`src/rtl/dpram_req_arbiter_pkg.sv`:
```
// Shared defaults, FSM encoding and helpers for the dual-port RAM request arbiter.
package dpram_req_arbiter_pkg;

    localparam int DEF_DW          = 8;
    localparam int DEF_AW          = 8;
    localparam int DEF_DEPTH       = 20;
    localparam int DEF_INIT_CYCLES = 2;

    typedef enum logic [0:0] {
        INIT = 1'b0,
        RUN  = 1'b1
    } state_e;

    localparam logic [0:0] ST_INIT = INIT;
    localparam logic [0:0] ST_RUN  = RUN;

    function automatic logic [15:0] sat_inc16(input logic [15:0] v);
        return (v == 16'hFFFF) ? v : v + 16'd1;
    endfunction

endpackage

```
`src/rtl/dpram_req_arbiter_if.sv`:
```
// One client port of the arbiter: request channel plus a response channel with no backpressure.
// Handshake: a request transfers on a rising edge where req_valid && req_ready; a stalled client
// keeps req_valid and its payload stable; rsp_valid is a one-cycle pulse the client must take.
interface dpram_req_arbiter_if #(
    parameter int DW = 8,
    parameter int AW = 8
);
    logic          req_valid;
    logic          req_ready;
    logic          req_we;
    logic [AW-1:0] req_addr;
    logic [DW-1:0] req_wdata;
    logic          rsp_valid;
    logic [DW-1:0] rsp_rdata;
    logic          rsp_err;

    modport master (
        output req_valid, req_we, req_addr, req_wdata,
        input  req_ready, rsp_valid, rsp_rdata, rsp_err
    );

    modport slave (
        input  req_valid, req_we, req_addr, req_wdata,
        output req_ready, rsp_valid, rsp_rdata, rsp_err
    );
endinterface

```
`src/rtl/dpram_rsp_track.sv`:
```
// Per-port response tracker: remembers one accepted request and emits its response the next cycle.
module dpram_rsp_track #(
    parameter int DW = 8
) (
    input  logic          clk,
    input  logic          rst_n,
    input  logic          accept,
    input  logic          we,
    input  logic          err,
    input  logic [DW-1:0] ram_read,
    output logic          rsp_valid,
    output logic [DW-1:0] rsp_rdata,
    output logic          rsp_err
);
    logic pend;
    logic pend_we;
    logic pend_err;

    always_ff @(posedge clk or negedge rst_n) begin
        if (!rst_n) begin
            pend     <= 1'b0;
            pend_we  <= 1'b0;
            pend_err <= 1'b0;
        end else begin
            pend     <= accept;
            pend_we  <= accept & we;
            pend_err <= accept & err;
        end
    end

    // RAM read data arrives one cycle after the address, exactly in the response cycle.
    assign rsp_valid = pend;
    assign rsp_err   = pend & pend_err;
    assign rsp_rdata = (pend && !pend_we && !pend_err) ? ram_read : '0;

endmodule

```
`src/rtl/dpram_req_arbiter.sv`:
```
// Arbitrates two clients onto a true dual-port RAM; only same-address conflicts involving a write
// are serialised, alternating the winner so neither client starves.
module dpram_req_arbiter
    import dpram_req_arbiter_pkg::*;
#(
    parameter int DW          = DEF_DW,
    parameter int AW          = DEF_AW,
    parameter int DEPTH       = DEF_DEPTH,
    parameter int INIT_CYCLES = DEF_INIT_CYCLES
) (
    input  logic                clk,
    input  logic                rst_n,
    dpram_req_arbiter_if.slave  a,
    dpram_req_arbiter_if.slave  b,
    output logic                ram_rst,
    output logic                ram_we_a,
    output logic                ram_we_b,
    output logic [AW-1:0]       ram_add_a,
    output logic [AW-1:0]       ram_add_b,
    output logic [DW-1:0]       ram_data_a,
    output logic [DW-1:0]       ram_data_b,
    input  logic [DW-1:0]       ram_read_a,
    input  logic [DW-1:0]       ram_read_b,
    output logic [15:0]         conflict_cnt,
    output logic [0:0]          state_dbg
);
    localparam int ICW = (INIT_CYCLES > 1) ? $clog2(INIT_CYCLES) : 1;
    localparam logic [ICW-1:0] INIT_LAST = ICW'((INIT_CYCLES > 0) ? INIT_CYCLES - 1 : 0);
    localparam logic [AW:0]    DEPTH_LIM = (AW + 1)'(DEPTH);

    logic [0:0]     state;
    logic [ICW-1:0] init_cnt;
    logic           prio;
    logic           run;
    logic           a_in, b_in;
    logic           conflict;
    logic           a_acc, b_acc;

    assign run       = (state == ST_RUN);
    assign state_dbg = state;
    assign ram_rst   = ~run;

    assign a_in = ({1'b0, a.req_addr} < DEPTH_LIM);
    assign b_in = ({1'b0, b.req_addr} < DEPTH_LIM);

    // Readies are built from valids/addresses/prio only, never from the other port's ready.
    assign conflict = run && a.req_valid && b.req_valid && a_in && b_in &&
                      (a.req_addr == b.req_addr) && (a.req_we || b.req_we);

    assign a.req_ready = run && !(conflict && prio);
    assign b.req_ready = run && !(conflict && !prio);

    assign a_acc = a.req_valid && a.req_ready;
    assign b_acc = b.req_valid && b.req_ready;

    always_ff @(posedge clk or negedge rst_n) begin
        if (!rst_n) begin
            state        <= ST_INIT;
            init_cnt     <= '0;
            prio         <= 1'b0;
            conflict_cnt <= 16'd0;
        end else begin
            if (state == ST_INIT) begin
                if (init_cnt == INIT_LAST) state <= ST_RUN;
                else                       init_cnt <= init_cnt + 1'b1;
            end
            if (conflict) begin
                prio         <= ~prio;
                conflict_cnt <= sat_inc16(conflict_cnt);
            end
        end
    end

    // Out-of-range requests are accepted but never reach the RAM.
    always_comb begin
        ram_we_a   = 1'b0;
        ram_add_a  = '0;
        ram_data_a = '0;
        ram_we_b   = 1'b0;
        ram_add_b  = '0;
        ram_data_b = '0;
        if (a_acc && a_in) begin
            ram_we_a   = a.req_we;
            ram_add_a  = a.req_addr;
            ram_data_a = a.req_wdata;
        end
        if (b_acc && b_in) begin
            ram_we_b   = b.req_we;
            ram_add_b  = b.req_addr;
            ram_data_b = b.req_wdata;
        end
    end

    dpram_rsp_track #(.DW(DW)) u_trk_a (
        .clk       (clk),
        .rst_n     (rst_n),
        .accept    (a_acc),
        .we        (a.req_we),
        .err       (~a_in),
        .ram_read  (ram_read_a),
        .rsp_valid (a.rsp_valid),
        .rsp_rdata (a.rsp_rdata),
        .rsp_err   (a.rsp_err)
    );

    dpram_rsp_track #(.DW(DW)) u_trk_b (
        .clk       (clk),
        .rst_n     (rst_n),
        .accept    (b_acc),
        .we        (b.req_we),
        .err       (~b_in),
        .ram_read  (ram_read_b),
        .rsp_valid (b.rsp_valid),
        .rsp_rdata (b.rsp_rdata),
        .rsp_err   (b.rsp_err)
    );

endmodule

```
`src/flat_wrapper.sv`:
```
// flat-port wrapper written by rule: the top's interface ports become plain ports
module dpram_req_arbiter_flat import dpram_req_arbiter_pkg::*;
#(
    parameter int DW          = DEF_DW,
    parameter int AW          = DEF_AW,
    parameter int DEPTH       = DEF_DEPTH,
    parameter int INIT_CYCLES = DEF_INIT_CYCLES
)
  (clk, rst_n, ram_rst, ram_we_a, ram_we_b, ram_add_a, ram_add_b, ram_data_a, ram_data_b, ram_read_a, ram_read_b, conflict_cnt, state_dbg, a_req_valid, a_req_we, a_req_addr, a_req_wdata, a_req_ready, a_rsp_valid, a_rsp_rdata, a_rsp_err, b_req_valid, b_req_we, b_req_addr, b_req_wdata, b_req_ready, b_rsp_valid, b_rsp_rdata, b_rsp_err);
  dpram_req_arbiter_if #(.DW(DW), .AW(AW)) a_i ();
  dpram_req_arbiter_if #(.DW(DW), .AW(AW)) b_i ();
  input  logic clk;
  input  logic rst_n;
  output logic ram_rst;
  output logic ram_we_a;
  output logic ram_we_b;
  output logic [AW-1:0] ram_add_a;
  output logic [AW-1:0] ram_add_b;
  output logic [DW-1:0] ram_data_a;
  output logic [DW-1:0] ram_data_b;
  input  logic [DW-1:0] ram_read_a;
  input  logic [DW-1:0] ram_read_b;
  output logic [15:0] conflict_cnt;
  output logic [0:0] state_dbg;
  input wire logic [$bits(a_i.req_valid)-1:0] a_req_valid;
  input wire logic [$bits(a_i.req_we)-1:0] a_req_we;
  input wire logic [$bits(a_i.req_addr)-1:0] a_req_addr;
  input wire logic [$bits(a_i.req_wdata)-1:0] a_req_wdata;
  output wire logic [$bits(a_i.req_ready)-1:0] a_req_ready;
  output wire logic [$bits(a_i.rsp_valid)-1:0] a_rsp_valid;
  output wire logic [$bits(a_i.rsp_rdata)-1:0] a_rsp_rdata;
  output wire logic [$bits(a_i.rsp_err)-1:0] a_rsp_err;
  input wire logic [$bits(b_i.req_valid)-1:0] b_req_valid;
  input wire logic [$bits(b_i.req_we)-1:0] b_req_we;
  input wire logic [$bits(b_i.req_addr)-1:0] b_req_addr;
  input wire logic [$bits(b_i.req_wdata)-1:0] b_req_wdata;
  output wire logic [$bits(b_i.req_ready)-1:0] b_req_ready;
  output wire logic [$bits(b_i.rsp_valid)-1:0] b_rsp_valid;
  output wire logic [$bits(b_i.rsp_rdata)-1:0] b_rsp_rdata;
  output wire logic [$bits(b_i.rsp_err)-1:0] b_rsp_err;
  assign a_i.req_valid = a_req_valid;
  assign a_i.req_we = a_req_we;
  assign a_i.req_addr = a_req_addr;
  assign a_i.req_wdata = a_req_wdata;
  assign a_req_ready = a_i.req_ready;
  assign a_rsp_valid = a_i.rsp_valid;
  assign a_rsp_rdata = a_i.rsp_rdata;
  assign a_rsp_err = a_i.rsp_err;
  assign b_i.req_valid = b_req_valid;
  assign b_i.req_we = b_req_we;
  assign b_i.req_addr = b_req_addr;
  assign b_i.req_wdata = b_req_wdata;
  assign b_req_ready = b_i.req_ready;
  assign b_rsp_valid = b_i.rsp_valid;
  assign b_rsp_rdata = b_i.rsp_rdata;
  assign b_rsp_err = b_i.rsp_err;
  dpram_req_arbiter #(.DW(DW), .AW(AW), .DEPTH(DEPTH), .INIT_CYCLES(INIT_CYCLES)) u_core (.clk(clk), .rst_n(rst_n), .a(a_i), .b(b_i), .ram_rst(ram_rst), .ram_we_a(ram_we_a), .ram_we_b(ram_we_b), .ram_add_a(ram_add_a), .ram_add_b(ram_add_b), .ram_data_a(ram_data_a), .ram_data_b(ram_data_b), .ram_read_a(ram_read_a), .ram_read_b(ram_read_b), .conflict_cnt(conflict_cnt), .state_dbg(state_dbg));
endmodule
```
`config.mk`:
```
export PLATFORM = sky130hd
export DESIGN_NAME = dpram_req_arbiter_flat
export DESIGN_NICKNAME = d
export VERILOG_FILES = /design/src/rtl/dpram_req_arbiter_pkg.sv /design/src/rtl/dpram_req_arbiter_if.sv /design/src/rtl/dpram_rsp_track.sv /design/src/rtl/dpram_req_arbiter.sv /design/src/flat_wrapper.sv
export SDC_FILE = /design/constraint.sdc
export NUM_CORES = 1
export LEC_CHECK = 0
export ABC_AREA = 1
export BUFFER_PORTS_ARGS = -buffer_cell sky130_fd_sc_hd__buf_2
export CAP_MARGIN = 30
export CORE_MARGIN = 2
export CORE_UTILIZATION = 48
export CTS_BUF_LIST = sky130_fd_sc_hd__clkbuf_4
export DETAILED_ROUTE_END_ITERATION = 10
export MAX_ROUTING_LAYER = met4
export PLACE_DENSITY = 0.88
export SYNTH_ARGS = -nofsm -noshare
export SYNTH_HDL_FRONTEND = slang
export SYNTH_SLANG_ARGS = --single-unit
```
`constraint.sdc`:
```
create_clock -name clk -period 3.5 [get_ports clk]
set_input_delay 0.175 -clock clk [delete_from_list [all_inputs] [get_ports clk]]
set_output_delay 0.175 -clock clk [all_outputs]
set_load 0.03 [all_outputs]
```
* Word-level counts from Yosys, hierarchy flattened
Index checks and enable logic that the tools add are counted.
** Word-level totals
- Register bits :: 25
- Latch bits :: 0
- Memory bits (writable) :: 0
- Bits in read-only memories :: 0
- Bits of input ports :: 54
- Memories :: 0
** Operators by class
- Add/sub/neg operators :: 2
- Multiply operators :: 0
- Divide/modulo/power cells :: 0
- Magnitude comparators :: 2
- Equality and inequality tests :: 2
- Shift operators :: 0
- Muxes and demuxes :: 11
- Bitwise gates (word level) :: 11
- Reduce and logical (&&, ||, !) cells :: 27
** Operators with widths (number)
- two-way mux 8 bit :: 6
- logical AND 1 bit :: 18
- adder 16 x 1 -> 16 bit (second input constant) :: 1
- == test 16 bit (second input constant) :: 1
- less-than comparator 8 x 5 -> 1 bit (second input constant) :: 2
- == test 8 bit :: 1
- zero test 1 bit :: 7
- bitwise AND 1 bit :: 6
- two-way mux 1 bit :: 5
- NOT 1 bit :: 5
- AND reduction 2 bit :: 1
- adder 1 bit (second input constant) :: 1
- logical OR 1 bit :: 1

* Depth between registers and ports, before layout
- Depth after elaboration :: 12
- Gate-level depth with buffers :: 12
- Gate-level depth less buffers :: 11

* Cells and area by module
Synthesis repeated with hierarchy kept, for this count alone.
** Second synthesis, totals
- Cells, all modules :: 357
- Area total of the unflattened synthesis :: 2135.8 um2
** Modules (own cells, without submodules)
- dpram_req_arbiter :: instances 1, cells an instance 301, area an instance 1770.4 um2
- dpram_rsp_track :: instances 2, cells an instance 28, area an instance 182.7 um2

* Least setup slack after synthesis
No wires, ideal clock.
- Kind :: register -> output
- Start :: reg u_core.state, in the netlist u_core.state_dbg
- End :: out ram_add_b[2]
- Data arrival time :: 1762 ps
- Data required time :: 3325 ps
- Path slack :: 1563 ps
- Cell stages (with the launch flop) :: 10
- Buffers on the path :: 2
- Path through :: dfrtp_1 -> buf_4 -> nand3_1 -> nor2_1 -> nand2_1 -> nor2_2 -> nand3_1 -> nand4_2 -> buf_6 -> nor2_1
** Between the ends
- Longest elaborated chain between the ends :: 12
** Ends and longest elaborated chain
- from (decl) :: RTL line dpram_req_arbiter.sv:31 : logic [0:0] state;
- from (signal assigned) :: RTL line dpram_req_arbiter.sv:58 : state <= ST_INIT;
- from (signal assigned) :: RTL line dpram_req_arbiter.sv:64 : if (init_cnt == INIT_LAST) state <= ST_RUN;
- logical AND 1 bit (5 in series) :: RTL line dpram_req_arbiter.sv:47 : assign conflict = run && a.req_valid && b.req_valid && a_in && b_in &&
- logical AND 1 bit :: RTL line dpram_req_arbiter.sv:48 : (a.req_addr == b.req_addr) && (a.req_we || b.req_we);
- logical AND 1 bit :: RTL line dpram_req_arbiter.sv:51 : assign b.req_ready = run && !(conflict && !prio);
- zero test 1 bit :: RTL line dpram_req_arbiter.sv:51
- logical AND 1 bit * :: RTL line dpram_req_arbiter.sv:51
- logical AND 1 bit * :: RTL line dpram_req_arbiter.sv:54 : assign b_acc = b.req_valid && b.req_ready;
- logical AND 1 bit * :: RTL line dpram_req_arbiter.sv:87 : if (b_acc && b_in) begin
- two-way mux 8 bit * :: RTL line dpram_req_arbiter.sv:87
- to (decl) :: RTL line flat_wrapper.sv:18 : output logic [AW-1:0] ram_add_b;
Every way passes the cells marked *; elsewhere a longest branch is shown, timed or not.

* Final worst setup path
- Start :: reg u_core.state, in the netlist u_core.state_dbg
- End :: out ram_we_b
** Between the ends
- Longest elaborated chain between the ends :: 12
** Ends and longest elaborated chain
- logical AND 1 bit (5 in series) :: RTL line dpram_req_arbiter.sv:47
- logical AND 1 bit :: RTL line dpram_req_arbiter.sv:48
- logical AND 1 bit :: RTL line dpram_req_arbiter.sv:51
- zero test 1 bit :: RTL line dpram_req_arbiter.sv:51
- logical AND 1 bit * :: RTL line dpram_req_arbiter.sv:51
- logical AND 1 bit * :: RTL line dpram_req_arbiter.sv:54
- logical AND 1 bit * :: RTL line dpram_req_arbiter.sv:87
- two-way mux 1 bit * :: RTL line dpram_req_arbiter.sv:87
- to (decl) :: RTL line flat_wrapper.sv:16 : output logic ram_we_b;
Marked as above.

==> results.cfg <==
[status]
status = finished, final reports clean

[placed_design]
placed_cell_area_mm2 = 0.002681
place_congestion = 1.006
dp_hpwl_mm = 4.700
io_buffers = 121

[min_path]
hp-class = input port to flop
worstHoldPathCells = 3
min_to = u_core.u_trk_b.pend_we$_DFF_PN0_
holdCritStartpoint = b_req_we

[yosys]
seq_area_frac_synth_pct = 29.89
synthFlopType = dfrtp_1
synthMostInstantiatedCell = nand2_1
ys_ff_latch = 25
synthCells = 352
yosys_warnings = 0
synth_enable_flop_cells = 0
async_flop_share_pct = 100.0
synth_cell_types = 25
syn_area_per_cell_um2 = 5.947
syn_area_mm2 = 0.002093
synthTopCellsByArea = dfrtp_1, nand2_1, inv_1
synth_top_area_cell = dfrtp_1
synth_top_area_share_pct = 29.89
synth_common_cells = nand2_1, inv_1, nor2_1

[sta]
hold_viol_final = 0
report.final.setup_viol = 0
slew_viol_final = 0
worst_slew_pin_slew_ns = 0.5399
max_slew_margin_pct = 64.00
rsz0062_at_grt = no
fmax_ghz = 0.4318
timing.final.crit_share_pct = 66.16
post-route-min-period_ns = 2.316
fin_setup_tns_ns = 0
fin_skew_ns = 0.007011

[finish]
area_delta_synth_final_pct = 30.01
final_util_pct = 63.82
nNetsFinal = 526
fillerInstances = 415
antennaDiodeCount = 0
drive_gt1_share_pct = 29.36
final_cell_area_mm2 = 0.002721

[worst_setup_path]
crit_slowest_cell = dfrtp_1
worst-path-buf-inv = 1
path_class = flop to output pin
r2r_cells = 7
crit_chain = nand3_1 > nor2_1 > nand2_1 > nor2_2 > nand3_1 > nand4_2 > nor2_1 > buf_2
crit-reg2reg-launch = u_core.conflict_cnt[0]$_DFFE_PN0P_
path_depth = 8
critPathMaxFanout = 14
regToRegSetupSlack_ns = 1.80
critPathLaunchType = flop
cp_data_required_time_ns = 3.32
slowest_delay_ns = 0.56
timing.rr.end = u_core.conflict_cnt[5]$_DFFE_PN0P_
cp_top_family = simple AND/OR/NAND/NOR gates
critPathArrivalTime_ns = 2.14
cp-end-kind = output pin

[global_route]
grt_util_all_layers_pct = 24.04
grt_pass1_vias = 2261
grt_max_degree = 26
antenna_found_initial = 0
grt.overflow.total = 0
grt_first_pass_wirelength_mm = 9.515

[floorplan]
dieArea_mm2 = 0.004905
fp.dieW_um = 70.04
rows = 24
start_util_pct = 49.09
pin_count = 128
die_h_um = 70.04
core_area_mm2 = 0.004264

[pwr]
p_leak_uw = 0.001824
p_per_area_mw_per_mm2 = 213.9
swShare_pct = 32.22
combPwrFrac_pct = 25.2
ir_worst_vdd_mv = 0.1219
p_int_uw = 394.6
pwr-share-clk_pct = 24.3
switching_power_uw = 187.6
pwr-share-seq_pct = 50.5

[routing]
wl_mm = 5.611
dr.pass1.iters = 4
vias = 2465
ant_nets = 0
routed_via_density = 4.722
route.detailed.drc = 0
wl_per_cell_um = 10.75
drt_iter0_drc = 178

[job]
drv_cap = 0

[clock_tree]
htreeDepth = 1
clk-insertion-delay-late_ns = 0.33
post-cts-setup-buffer-count = 0
cts_sinks = 25
cts_tree = built
cts_buffers = 3
path_clk_slew_ns = 0.13
clock_path_buffers = 2
clockRootBuffer = clkbuf_4
cts_resized = 0
-- worst max path at each step --
stage                                           from            to  slack (ns)
after floorplan           u_core.state_dbg$_DFF_PN0_  ram_add_b[2]        1.56
after global placement    u_core.state_dbg$_DFF_PN0_      ram_we_a        1.65
after detailed placement  u_core.state_dbg$_DFF_PN0_  ram_add_b[0]        1.57
after CTS                 u_core.state_dbg$_DFF_PN0_  ram_add_b[0]        1.20
after global routing      u_core.state_dbg$_DFF_PN0_      ram_we_a        0.98
final                     u_core.state_dbg$_DFF_PN0_      ram_we_b        1.18
-- metal layers --
metal	wire length [um]	vias to the layer above	track usage, %
li1	-	1267	-
met1	2394	1106	27.90
met2	2855	83	43.60
met3	286	9	3.319
met4	75	0	6.197
met5	0	-	-
-- what timing repair did --
item                       4_1_cts  5_1_grt
hold endpoints to repair        25        0
hold buffers                     1        0
setup endpoints to repair        0        0
-- power by group through the flow --
stage / logic [uW] / clock network, uW / registers [uW]
after global routing: 164 / 154 / 295
after CTS: 148 / 141 / 294
final: 147 / 141 / 294
after detailed placement: 146 / 0 / 300
after global placement: 142 / 0 / 300
after floorplan: 90.5 / 0 / 302
-- state kept, by name, indices dropped and copies added (netlist names) --
register                  cells
u_core.u_trk_a.pend_we        1
u_core.prio                   1
u_core.conflict_cnt          16
u_core.u_trk_b.pend_we        1
u_core.u_trk_b.rsp_valid      1
u_core.u_trk_a.pend_err       1
u_core.init_cnt               1
u_core.state_dbg              1
u_core.u_trk_a.rsp_valid      1
u_core.u_trk_b.pend_err       1
-- cells by family (layout without fill, tap and decap cells) --
logic type                 count (synthesis)  in the layout  share of synthesized area [%]
adders and majority gates                  1              1                         0.5976
other                                      1              6                         0.1791
and+or+nand+nor                          222            222                          46.74
AOI/OAI and AO/OA                          2              2                         0.4777
xor gates and xnor gates                   6              6                          2.510
buffers and inverters                     95            208                          19.61
DFF                                       25             25                          29.89
-- layout make-up --
cell class	instances	area [um^2]	share of cell area, %
multi-input combinational	237	1076	39.54
sequential	25	625.6	22.99
timing repair buffer	122	615.6	22.62
inverter	82	309.0	11.36
tap	52	65.06	2.391
clock buffer	4	30.03	1.103
-- metrics by stage --
stage / instances / worst slack, ns / total power, uW / hold WS (ns)
final: 522 / 1.184 / 582.2 / 0.1337
after global routing: 522 / 0.9760 / 613.1 / 0.1445
after CTS: 522 / 1.201 / 582.6 / 0.1317
after detailed placement: 517 / 1.572 / 446.0 / 0.1969
after global placement: 517 / 1.646 / 441.8 / 0.1918
after floorplan: 357 / 1.563 / 392.5 / -0.1206
-- worst register-to-register path, cell delays in order (launching register included) --
cell and delay, ns:
dfrtp_1 0.43, ha_1 0.22, nand3_1 0.13, inv_1 0.15
nand4_1 0.30, nand4_2 0.28, nand2_1 0.08, nand2_1 0.07
-- cell usage in the layout, fill, tap and decap left out --
master         Yosys  final
nand2_1           91     91
xor2_1             5      5
nand4_1           16     16
o21ai_0            1      1
a21oi_1            1      1
inv_1             81     81
nor3_1             2      2
ha_1               1      1
nand3_1           24     24
nand4_2            3      3
xnor2_1            1      1
nand2_2            1      1
dlygate4sd3_1      0      1
nand3b_1           1      1
buf_2              0    121
and2_2             1      1
and2_1             1      1
clkbuf_4           0      4
dfrtp_1           25     25
nand3_4            1      1
nor2_2             4      4
conb_1             1      6
clkinv_2           1      1
or3b_2             2      2
nor2_1            75     75
(Power assumes the default switching activity.)
